## config.mk

```make
export PLATFORM = sky130hd
export DESIGN_NAME = sigmoid_rr_sched
export DESIGN_NICKNAME = d
export VERILOG_FILES = /design/src/rtl/sigmoid_pkg.sv /design/src/rtl/sig_rr_arb.sv /design/src/rtl/sigmoid_rr_sched.sv
export SDC_FILE = /design/constraint.sdc
export NUM_CORES = 1
export LEC_CHECK = 0
export BUFFER_PORTS_ARGS = -buffer_cell sky130_fd_sc_hd__buf_4
export CORE_MARGIN = 5
export CORE_UTILIZATION = 40
export DETAILED_ROUTE_END_ITERATION = 12
export PLACE_DENSITY_LB_ADDON = 0.05
export SLEW_MARGIN = 25
export SYNTH_ARGS = -nofsm -noshare
export SYNTH_HDL_FRONTEND = slang
export SYNTH_SLANG_ARGS = --single-unit
```

## constraint.sdc

```tcl
create_clock -name clk -period 2 [get_ports clk]
set_input_delay 0.3 -clock clk [delete_from_list [all_inputs] [get_ports clk]]
set_output_delay 0.3 -clock clk [all_outputs]
set_load 0.01 [all_outputs]
```

## src/rtl/sigmoid_pkg.sv

```systemverilog
// Shared constants and types for the sigmoid scheduler slice.
// Operand/result widths, default core latency and the requester limit
// live here so the arbiter, the scheduler and any core wrapper agree.
package sigmoid_pkg;

    localparam int X_W          = 8;   // operand width presented to the core
    localparam int Y_W          = 16;  // result width returned by the core
    localparam int SIG_CORE_LAT = 3;   // default core latency in cycles
    localparam int SIG_NREQ_MAX = 8;   // largest supported requester count

    typedef logic [X_W-1:0] sig_x_t;
    typedef logic [Y_W-1:0] sig_y_t;

    // Next requester index after idx in cyclic order over n requesters.
    function automatic int rr_next(input int idx, input int n);
        return (idx + 1 >= n) ? 0 : idx + 1;
    endfunction

endpackage

```

## src/rtl/sig_rr_arb.sv

```systemverilog
// Combinational round-robin arbiter for the sigmoid scheduler.
// Searches req_valid starting at ptr and wrapping around; the first hit is
// the candidate g. The one-hot grant is suppressed while hold is high, but
// the candidate index is still reported so the caller can decide.
module sig_rr_arb
    import sigmoid_pkg::*;
#(
    parameter int NREQ = 4,
    parameter int IDW  = 2
)
(
    input  logic [NREQ-1:0] req_valid,
    input  logic [IDW-1:0]  ptr,
    input  logic            hold,
    output logic [NREQ-1:0] grant,
    output logic [IDW-1:0]  gnt_id,
    output logic            gnt_any
);

    logic [IDW-1:0] idx;

    // Cyclic priority search from ptr; first valid requester wins.
    always_comb begin
        gnt_id  = '0;
        gnt_any = 1'b0;
        grant   = '0;
        idx     = '0;
        for (int i = 0; i < NREQ; i++) begin
            idx = IDW'((int'(ptr) + i) % NREQ);
            if (!gnt_any && req_valid[idx]) begin
                gnt_any = 1'b1;
                gnt_id  = idx;
            end
        end
        if (gnt_any && !hold) begin
            grant[gnt_id] = 1'b1;
        end
    end

endmodule

```

## src/rtl/sigmoid_rr_sched.sv

```systemverilog
// Round-robin scheduler sharing one pipelined sigmoid core among NREQ
// requesters. One operand per cycle is issued; a tag pipe LAT+1 deep
// remembers who owns each in-flight operand so the result can be routed
// back with its requester ID. Core strobes that disagree with the tag pipe
// raise a sticky error, except in a short window after reset where strobes
// from discarded work are still draining out of the core.
module sigmoid_rr_sched
    import sigmoid_pkg::*;
#(
    parameter int NREQ = 4,
    parameter int IDW  = 2,
    parameter int LAT  = SIG_CORE_LAT
)
(
    input  logic                clk,
    input  logic                rst,
    input  logic [NREQ-1:0]     req_valid,
    input  logic [NREQ*X_W-1:0] req_x,
    output logic [NREQ-1:0]     req_ready,
    input  logic                hold,
    output logic                core_in_valid,
    output logic [X_W-1:0]      core_x,
    input  logic [Y_W-1:0]      core_y,
    input  logic                core_out_valid,
    output logic                rsp_valid,
    output logic [IDW-1:0]      rsp_id,
    output logic [Y_W-1:0]      rsp_y,
    output logic                busy,
    output logic                err
);

    // Mask counter must hold LAT+1.
    localparam int MCW = $clog2(LAT + 2);

    if (IDW != $clog2(NREQ) || NREQ < 2 || NREQ > SIG_NREQ_MAX) begin : g_bad_cfg
        $error("sigmoid_rr_sched: NREQ must be 2..SIG_NREQ_MAX and IDW = clog2(NREQ)");
    end

    logic [NREQ-1:0] grant;
    logic [IDW-1:0]  gnt_id;
    logic            gnt_any;
    logic            accept;
    logic [IDW-1:0]  ptr;
    sig_x_t          sel_x;

    // Tag pipe: index i holds the operand that was accepted i+1 cycles ago.
    logic            tag_vld_p [0:LAT];
    logic [IDW-1:0]  tag_id_p  [0:LAT];
    logic            tag_any;

    logic            exp_vld;
    logic [IDW-1:0]  exp_id;

    logic [MCW-1:0]  mask_cnt;
    logic            chk_en;

    // Reset forces the arbiter quiet exactly like hold does.
    sig_rr_arb #(
        .NREQ (NREQ),
        .IDW  (IDW)
    ) u_arb (
        .req_valid (req_valid),
        .ptr       (ptr),
        .hold      (hold | rst),
        .grant     (grant),
        .gnt_id    (gnt_id),
        .gnt_any   (gnt_any)
    );

    assign req_ready = grant;
    assign accept    = gnt_any & ~hold & ~rst;

    // Route the granted requester's operand toward the issue register.
    always_comb begin
        sel_x = '0;
        for (int k = 0; k < NREQ; k++) begin
            if (gnt_id == IDW'(k)) begin
                sel_x = req_x[k*X_W +: X_W];
            end
        end
    end

    // Round-robin pointer: moves past the winner on accept, frozen otherwise.
    always_ff @(posedge clk) begin
        if (rst) begin
            ptr <= '0;
        end else if (accept) begin
            ptr <= IDW'(rr_next(int'(gnt_id), NREQ));
        end
    end

    // ---- stage p0: issue register toward the core ----
    // Operand is zeroed on idle cycles so the core input is deterministic.
    always_ff @(posedge clk) begin
        if (rst) begin
            core_in_valid <= 1'b0;
            core_x        <= '0;
        end else begin
            core_in_valid <= accept;
            core_x        <= accept ? sel_x : '0;
        end
    end

    // ---- tag pipe: ownership of each in-flight operand ----
    // Shifts every cycle regardless of hold so in-flight work always drains.
    always_ff @(posedge clk) begin
        if (rst) begin
            for (int i = 0; i <= LAT; i++) begin
                tag_vld_p[i] <= 1'b0;
                tag_id_p[i]  <= '0;
            end
        end else begin
            tag_vld_p[0] <= accept;
            tag_id_p[0]  <= gnt_id;
            for (int i = 1; i <= LAT; i++) begin
                tag_vld_p[i] <= tag_vld_p[i-1];
                tag_id_p[i]  <= tag_id_p[i-1];
            end
        end
    end

    // The oldest tag lines up with the core's output strobe.
    assign exp_vld = tag_vld_p[LAT];
    assign exp_id  = tag_id_p[LAT];

    // Any live tag means work is still owed to some requester.
    always_comb begin
        tag_any = 1'b0;
        for (int i = 0; i <= LAT; i++) begin
            tag_any = tag_any | tag_vld_p[i];
        end
    end

    // ---- response stage: capture core result with its owner ----
    // A result only counts when the tag pipe expects one; stray strobes drop.
    always_ff @(posedge clk) begin
        if (rst) begin
            rsp_valid <= 1'b0;
            rsp_id    <= '0;
            rsp_y     <= '0;
        end else begin
            rsp_valid <= exp_vld & core_out_valid;
            rsp_id    <= exp_id;
            rsp_y     <= core_y;
        end
    end

    // Post-reset mask: the core may still emit strobes for discarded work.
    always_ff @(posedge clk) begin
        if (rst) begin
            mask_cnt <= MCW'(LAT + 1);
        end else if (mask_cnt != '0) begin
            mask_cnt <= mask_cnt - MCW'(1);
        end
    end

    assign chk_en = (mask_cnt == '0);

    // Sticky protocol error: core strobe disagrees with the expected slot.
    always_ff @(posedge clk) begin
        if (rst) begin
            err <= 1'b0;
        end else if (chk_en && (core_out_valid != exp_vld)) begin
            err <= 1'b1;
        end
    end

    // Busy covers the accept cycle itself through the final response cycle.
    assign busy = ~rst & (accept | tag_any | core_in_valid | rsp_valid);

endmodule

```

-- Yosys cells after proc, flatten, opt, wreduce, memory -nomap -nowiden
Memories as Yosys holds them, arrays and structs flattened. A register that Yosys moved wholly into a read port is not among the register bits.
Index checks and enable logic that the tools add are counted.
- $add $sub $neg: 5
- magnitude comparators: 7
- reduce and logical (&&, ||, !) cells: 14
- equality and inequality tests: 4
- bitwise logic cells: 22
- multiplexer cells: 35
- operators with widths (cell ; count):
    8-bit 2-to-1 mux ; 4
    2-bit 2-to-1 mux ; 9
    1-bit 2-to-1 mux ; 16
    2-bit by 3-bit less-than comparator with 1-bit output, second input constant ; 5
    1-bit OR ; 15
    1-bit binary-select mux with 2-bit select ; 4
    1-bit logical AND ; 6
    2-bit adder, second input constant ; 2
    1-bit AND ; 4
    2-bit equality test, second input constant ; 2
    1-bit zero test ; 4
    4-bit 2-to-1 mux ; 1
    2-bit by 1-bit adder with 3-bit output, second input constant ; 1
    3-bit greater-or-equal comparator, second input constant ; 1
    3-bit zero test ; 1
    1-bit NOT ; 3
    3-bit nonzero test ; 1
    3-bit by 1-bit subtractor with 3-bit output, second input constant ; 1
    2-bit by 1-bit adder with 2-bit output, second input constant ; 1
    1-bit demux with 2-bit select ; 1
    2-bit by 1-bit equality test with 1-bit output, second input constant ; 1
    2-bit by 1-bit greater-or-equal comparator with 1-bit output, second input constant ; 1
    2-bit zero test ; 1
    2-bit OR reduction ; 1
    1-bit inequality test ; 1
- bits of input ports: 56
- RAM bits: 12
- memories kept: 2
- flip-flop bits (word level): 32
- logic and storage cells: 96
- memory list (name ; depth ; width ; read ports ; clocked after Yosys merged registers in ; wr ports ; RTL line ; RTL):
    tag_id_p ; 4 ; 2 ; 4 ; 1 ; 4 ; sigmoid_rr_sched.sv:48 ; logic [IDW-1:0] tag_id_p [0:LAT];
    tag_vld_p ; 4 ; 1 ; 4 ; 0 ; 4 ; sigmoid_rr_sched.sv:47 ; logic tag_vld_p [0:LAT];

-- Longest topological paths before layout
Gate-level depths: netlist (run 1).
- depth after elaboration: 18
- depth in mapped cells: 9
- mapped depth without buffers: 7

-- By module
Synthesis (run 1) repeated with hierarchy kept, for this count alone.
- cells, all modules: 182
- area, all modules: 1809.2 um2
- by module, submodules not included (module ; cells an instance ; times used ; area each (um2) ; sequential area each (um2)):
    sigmoid_rr_sched ; 159 ; 1 ; 1652.8 ; 900.9
    sig_rr_arb ; 23 ; 1 ; 156.4 ; 0.0

-- Worst setup path after synthesis (run 1)
No wires, ideal clock.
- path kind: reg-to-output
- start: reg ptr[1]
- end: out req_ready[3]
- path buffers: 2
- path slack: -0.013 ns
- data arrival time: 1.713 ns
- stages on the path, launching flop included: 8
- required time: 1.700 ns
- cells stage by stage: dfxtp_1 -> o21bai_1 -> a221oi_1 -> or2_2 -> ha_1 -> buf_6 -> clkbuf_1 -> and2_1
- longest elaborated chain between the ends: 17
- elaborated cells between the ends (all ways): 32
- classes of those cells: 3 x add/sub; 2 x order compare; 19 x mux; 8 x reduce/logical
- RTL lines (what ; RTL line ; RTL):
    from (decl) ; sigmoid_rr_sched.sv:43 ; logic [IDW-1:0] ptr;
    from (signal assigned) ; sigmoid_rr_sched.sv:88 ; ptr <= IDW'(rr_next(int'(gnt_id), NREQ));
    branches (longest 11 deep; another with 2-bit by 1-bit adder with 2-bit output) ; n/a ;
    2-bit 2-to-1 mux (*) ; sig_rr_arb.sv:30 ; if (!gnt_any && req_valid[idx]) begin
    net gnt_id[0] ; sigmoid_rr_sched.sv:40 ; logic [IDW-1:0] gnt_id;
    2-bit by 3-bit less-than comparator with 1-bit output (not written as such) / 2-bit by 1-bit greater-or-equal comparator with 1-bit output (equally long branches) ; sig_rr_arb.sv:36 ; grant[gnt_id] = 1'b1;
    1-bit logical AND (not written as such) ; sig_rr_arb.sv:36 ;
    1-bit 2-to-1 mux (not written as such) ; sig_rr_arb.sv:36 ;
    1-bit demux with 2-bit select (*) ; n/a ;
    4-bit 2-to-1 mux (*) ; sig_rr_arb.sv:35 ; if (gnt_any && !hold) begin
    to (decl) ; sigmoid_rr_sched.sv:19 ; output logic [NREQ-1:0] req_ready,
Mark *: on every way through the listed nets, which the timed path passes. The select of a mux whose other input is x is not followed.

-- Worst setup path after layout (run 1)
- start: reg ptr[1]
- end: out req_ready[0]
- longest elaborated chain between the ends: 17
- elaborated cells between the ends (all ways): 32
- classes of those cells: 3 x add/sub; 2 x order compare; 19 x mux; 8 x reduce/logical
- RTL lines (what ; RTL line):
    branches (longest 16 deep; another with 2-bit by 3-bit less-than comparator with 1-bit output) ; n/a
    4-bit 2-to-1 mux (*) ; sig_rr_arb.sv:35
Every way passes the cells marked *. The select of a mux whose other input is x is not followed.

==> flow_summary_export.csv, run 1 <==
group,metric,value,unit
cells_and_area,drive_gt1_share,46.9,%
clock_tree,cts.sinks,45,
global_route,grt_usage,14.9,%
synth,yosysWarnings,0,
timing,clock_skew,0.00562,ns
die,die_x,76.8,um
global_route,grt_pass1_vias,1633,
synth,synth_area_leaders,"dfxtp_1 (50%), nor2b_1 (9.8%), a21oi_1 (5.6%)",
power_and_ir_drop,total_power,0.00222,W
clock_tree,cts_root_buf,"clkbuf_8",
synth,avgSynthCellArea,9.65,um^2
synth,syn_area,1790,um^2
synth,synth_top_cell_by_area,"dfxtp_1",
place,post-place-cells,330,
die,initial_utilization,41.0,%
global_route,grt_antenna_before_repair,0,
drt,drt-initial-drc-count,31,
drt,wire_per_inst,13.1,um
synth,synth_cell_types,34,
cells_and_area,nets,352,
timing,holdWs,0.209,ns
timing,drv_slew,0,
hold_path,holdPathEnd,"rsp_y[9]$_SDFF_PP0_",
power_and_ir_drop,p_leak,1.31,nW
synth,ys_async_sr_fraction,0,%
drt,drtPass1Iterations,4,
worst_setup_path,path_class,"reg2out",
worst_setup_path,cp-end-kind,"output port",
drt,vias_per_cell,4.79,
worst_setup_path,arrival,1.75,ns
worst_setup_path,reg2reg_depth,8,
run_status,status,"finished, violations left",
drt,drc,0,
cells_and_area,finalNonFillerCells,342,
global_route,grt_overflow_total,0,
global_route,grt_max_degree,21,
hold_path,worstHoldPathType,"in2reg",
hold_path,min_path_cells,2,
synth,yosysMostFrequentCell,"dfxtp_1",
timing,setup_viol_count_final,2,
place,dp_hpwl,3310,um
clock_tree,clk_latency,0.29,ns
synth,synthTopCellsByCount,"dfxtp_1 (45), nor2b_1 (28), a21oi_1 (20), inv_1 (16), nand2_1 (9)",
hold_path,hold_start,"core_y[9]",
worst_setup_path,critPathMaxFanout,4,
worst_setup_path,r2r-start,"ptr[1]$_SDFFE_PP0P_",
timing,hold_violations,0,
synth,synth_fp_nets,248,
die,num_io_pins,90,
drt,wirelength,4470,um
synth,synth_top_area_share,50.5,%
drt,wl_met3,400,um
synth,synth-edff-count,0,
timing,fin_ws,-0.0503,ns
cells_and_area,final_area,2820,um^2
synth,yosysSeqAreaShare,50.5,%
worst_setup_path,startpoint_type,"flop",
timing,rsz0062_at_grt,"true",
drt,drtAntennaViolNets,0,
run,maxCapViolations,0,
drt,wl_met1,1950,um
power_and_ir_drop,p_per_area,785,nW/um^2
timing,fin_crit,2.05,ns
die,core,4350,um^2
worst_setup_path,required,1.70,ns
clock_tree,cts_buffers,5,
worst_setup_path,r2r-end,"ptr[1]$_SDFFE_PP0P_",
cells_and_area,areaGrowthSynthToFinish,58.1,%
die,die_area,5900,um^2
timing,worstMarginPinSlew,0.305,ns
worst_setup_path,reg2reg_slack,0.08,ns
drt,via_count,1637,
timing,slew_headroom,79.5,%
power_and_ir_drop,peakVddDrop,364,uV
cells_and_area,antenna_cells,0,
clock_tree,cts.path.max_buffers,2,
clock_tree,clkTransAtPathRegs,0.09,ns
timing,fin_tns_setup,-0.0655,ns
clock_tree,cts.htree.levels,2,
synth,synth_cells,185,
timing,fin_crit_sh,103,%
clock_tree,cts_tree,"built",
drt,wl_met2,2060,um
die,die_y,76.8,um
global_route,grt_pass1_wl,7260,um
die,placementRows,24,
place,dpl_cell_area,2590,um^2
run_status,violations,"setup timing",
place,gp_congestion,0.801,
synth,ys_ff_latch,45,
synth,ys.flop_type,"dfxtp_1",
timing,fmax,488,MHz
drt,top_layer_used,"met4",
place,io_buffer_count,89,
[how the worst max path moves through the flow]
| stage | slack [ns] | to | cells past startpoint | from |
|---|---|---|---|---|
| after global placement | -0.12 | core_x[0]$_SDFF_PP0_ | 9 | req_valid[1] |
| after floorplan | 0.01 | req_ready[3] | 7 | ptr[0]$_SDFFE_PP0P_ |
| after detailed placement | -0.14 | core_x[0]$_SDFF_PP0_ | 9 | req_valid[1] |
| after CTS | -0.04 | req_ready[0] | 8 | ptr[1]$_SDFFE_PP0P_ |
| after global routing | -0.11 | req_ready[0] | 8 | ptr[1]$_SDFFE_PP0P_ |
| final | -0.05 | req_ready[0] | 8 | ptr[1]$_SDFFE_PP0P_ |
[worst max-delay path, cell delays in order (launching register included)]
cell	delay [ns]
dfxtp_2	0.35
o21bai_4	0.17
a221oi_2	0.21
buf_4	0.18
nor2_4	0.04
buf_6	0.11
ha_4	0.16
and2_4	0.14
buf_6	0.11
[layout make-up]
type                            count  area (um^2)
Fill cell                         388         1530
Timing Repair Buffer              107          827
Multi-Input combinational cell    113          871
Clock buffer                        5         68.8
Inverter                           17         66.3
Clock inverter                      3         21.3
Sequential cell                    45          903
Tap cell                           52         65.1
[timing repair]
action	in CTS	in global routing
resized for setup	20	6
buffers inserted	3	1
hold buffers	0	0
pin swaps	3	2
endpoints found under the setup margin	13	12
[per-layer routing]
metal	track usage, %	vias to the layer above
met5	0	-
met4	5.59	0
met3	5.27	4
met2	23.9	66
met1	18.3	741
li1	-	826
[cell usage in the layout, fill, tap and decap left out, types with 2 or more instances in the layout]
master,instances
a221oi_2,2
clkbuf_8,5
a211oi_1,2
a21oi_1,16
nand2b_1,2
a21oi_2,4
nand3b_1,8
nor2_1,4
a221o_1,8
nand2_1,9
buf_4,103
ha_4,4
inv_1,15
ha_1,3
o21ai_0,2
nor2b_1,28
dfxtp_2,2
and2_1,3
buf_6,3
or4_1,2
dfxtp_1,43
[registers in the layout (all words and copies together) (netlist names)]
| register | count |
|---|---|
| tag_vld_p | 3 |
| core_x | 8 |
| ptr | 2 |
| tag_id_p | 8 |
| core_in_valid | 1 |
| err | 1 |
| rsp_valid | 1 |
| rsp_y | 16 |
| rsp_id | 2 |
| mask_cnt | 3 |
[where the power goes]
group / leakage, nW / internal [W] / switching [W]
Sequential: 0.371 / 0.000976 / 0.0000330
Clock: 0.0445 / 0.000248 / 0.000316
Combinational: 0.893 / 0.000359 / 0.000286
Total: 1.31 / 0.00158 / 0.000635
[logic make-up (layout without fill, tap and decap cells)]
family | count (synthesis) | after routing | share of synthesized area [%]
AO/OA/AOI/OAI | 42 | 42 | 15.8
XOR/XNOR | 1 | 1 | 0.491
adder cells (fa/ha/maj) | 7 | 7 | 4.91
buffers and inverters | 27 | 132 | 6.66
flip-flops | 45 | 45 | 50.5
AND/OR/NAND/NOR | 63 | 63 | 21.7
[through the flow]
| step | worst slack (ns) | utilization [%] |
|---|---|---|
| detailed placement | -0.138 | 59.5 |
| global route | -0.105 | 64.8 |
| floorplan | 0.00978 | - |
| global placement | -0.118 | 59.5 |
| CTS | -0.0386 | 63.9 |
| finish | -0.0503 | 64.8 |
(Power assumes the default switching activity.)
==> inputs of run 2 (changes only) <==
- SETUP_SLACK_MARGIN: default -> 0.1
==> run 2 against run 1 <==
  * Critical path type unchanged
  * The run still ends with setup timing left
  * Critical endpoint is now req_ready[3]
  * Design area grew 5.8%
  * Sequential power is essentially flat
  * Largest cell class is now multi-input gates
  * Count of clock-buffer cells in the layout grew 2
  * Clock power grew 23%
==> flow_summary_export.csv, run 2 (synthesis results as in run 1) <==
group,metric,value,unit
run_status,status,"finished, violations left",
run_status,violations,"setup timing",
power_and_ir_drop,power.internal,0.00178,W
worst_setup_path,startpoint_type,"flop",
cells_and_area,final.fill_count,342,
place,gp_congestion,0.775,
worst_setup_path,r2r-end,"core_x[1]$_SDFF_PP0_",
drt,wire_per_inst,13.6,um
worst_setup_path,r2r-start,"ptr[1]$_SDFFE_PP0P_",
timing,fin_crit,2.05,ns
drt,via_count,1662,
worst_setup_path,max_stage_delay,0.34,ns
cells_and_area,multi_input_area,936,um^2
power_and_ir_drop,peakVddDrop,408,uV
die,placementRows,24,
worst_setup_path,critPathMaxFanout,3,
worst_setup_path,required,1.70,ns
place,io_buffer_count,89,
clock_tree,cts_root_buf,"clkbuf_8",
die,die_y,76.8,um
worst_setup_path,critPathTopFamily,"buffers and inverters",
worst_setup_path,cpMostUsedCell,"a21oi_4",
timing,rsz0062_at_grt,"true",
cells_and_area,drive_gt1_share,51.2,%
power_and_ir_drop,switching_share,26.4,%
power_and_ir_drop,p_per_area,811,nW/um^2
clock_tree,clkTransAtPathRegs,0.08,ns
timing,worstMarginPinSlew,0.333,ns
power_and_ir_drop,power.share.clock,28.8,%
clock_tree,clk_latency,0.29,ns
cells_and_area,antenna_cells,0,
cells_and_area,areaGrowthSynthToFinish,67.2,%
hold_path,hold_start,"core_y[8]",
die,die_x,76.8,um
worst_setup_path,cp-end-kind,"output port",
drt,wirelength,4720,um
cells_and_area,utilization,68.6,%
timing,slew_headroom,77.8,%
cells_and_area,regMostFlops,"rsp_y",
timing,setup_viol_count_final,4,
worst_setup_path,reg2reg_depth,9,
die,initial_utilization,41.0,%
worst_setup_path,reg2reg_slack,0.04,ns
timing,clock_skew,0.0107,ns
worst_setup_path,critPathBufInv,3,
power_and_ir_drop,pwr-share-seq,41.7,%
timing,fin_crit_sh,102,%
clock_tree,cts.htree.levels,2,
hold_path,min_path_cells,2,
power_and_ir_drop,total_power,0.00242,W
cells_and_area,regArea,906,um^2
power_and_ir_drop,switchingPower,0.000640,W
global_route,grt_max_degree,17,
cells_and_area,final_area,2990,um^2
run,maxCapViolations,0,
clock_tree,cts_buffers,5,
timing,fmax,488,MHz
place,dpl_cell_area,2580,um^2
worst_setup_path,path_class,"reg2out",
die,num_io_pins,90,
drt,vias_per_cell,4.79,
global_route,grt_overflow_total,0,
cells_and_area,nets,357,
worst_setup_path,crit_chain,"nand2b_1 -> a21oi_4 -> a21oi_4 -> buf_4 -> ha_4 -> buf_8 -> and2_4 -> buf_6",
die,die_area,5900,um^2
cells_and_area,largest_reg_flops,16,
hold_path,worstHoldPathType,"in2reg",
global_route,grt_antenna_before_repair,0,
drt,drtPass1Iterations,4,
global_route,grt_usage,15.5,%
global_route,grt_pass1_vias,1632,
worst_setup_path,slowest_stage,"dfxtp_2",
global_route,grt_pass1_wl,7470,um
drt,drc,0,
power_and_ir_drop,pwr-share-comb,29.6,%
cells_and_area,final_cell_mix,"buf_4 (103), dfxtp_1 (43), nor2b_1 (28), inv_1 (15)",
timing,fin_tns_setup,-0.0965,ns
clock_tree,cts.path.max_buffers,2,
worst_setup_path,arrival,1.75,ns
timing,fin_ws,-0.0494,ns
cells_and_area,largest_registers,"rsp_y: 16 flops, core_x: 8 flops, tag_id_p: 8 flops",
drt,drt-initial-drc-count,44,
die,core,4350,um^2
hold_path,holdPathEnd,"rsp_y[8]$_SDFF_PP0_",
clock_tree,cts_tree,"built",
timing,hold_violations,0,
cells_and_area,final_common_cell,"buf_4",
power_and_ir_drop,p_leak,1.37,nW
timing,drv_slew,0,
clock_tree,cts.sinks,45,
place,dp_hpwl,3310,um
drt,drtAntennaViolNets,0,
run 2: final cells by class:
class	count	area share, %
multi-input combinational	113	31.3
sequential	45	30.3
timing repair buffer	112	30.0
clock buffer	7	2.89
inverter	17	2.22
tap	52	2.18
clock inverter	1	1.01
run 2: how the worst max path moves through the flow:
stage	start	end	slack, ns	cells after the start
global route	ptr[1]$_SDFFE_PP0P_	req_ready[3]	-0.15	7
detailed placement	req_valid[3]	core_x[2]$_SDFF_PP0_	-0.13	8
global placement	req_valid[3]	core_x[0]$_SDFF_PP0_	-0.11	8
floorplan	req_valid[3]	ptr[0]$_SDFFE_PP0P_	0.09	7
finish	ptr[0]$_SDFFE_PP0P_	req_ready[3]	-0.05	8
CTS	ptr[1]$_SDFFE_PP0P_	req_ready[3]	-0.04	7
run 2: repair_timing:
item                                    CTS  global route
pin swaps                                10            16
hold buffers                              0             0
cloned                                    0             1
buffers inserted                          7             2
hold endpoints to repair                  0             0
resized for setup                        26            19
endpoints found under the setup margin   14            14
run 2: metal layers:
layer | track usage [%] | part of all wire (%)
met2 | 25.5 | 50
met5 | 0 | 0
met1 | 18.8 | 41
met4 | 5.77 | 0.93
met3 | 4.92 | 7.9
run 2: stage by stage:
stage	instances	setup WS (ns)	hold slack [ns]
6_report	347	-0.0494	0.217
5_1_grt	347	-0.153	0.216
3_3_place_gp	329	-0.108	0.418
4_1_cts	344	-0.0442	0.208
3_5_place_dp	329	-0.135	0.423
2_1_floorplan	185	0.0893	0.372
run 2: power groups by stage:
stage / Combinational (W) / Sequential (W) / Clock (W)
floorplan: 0.000313 / 0.00104 / 0
global placement: 0.000561 / 0.00103 / 0
detailed placement: 0.000568 / 0.00103 / 0
CTS: 0.000640 / 0.00101 / 0.000717
global route: 0.000785 / 0.00102 / 0.000766
finish: 0.000716 / 0.00101 / 0.000696
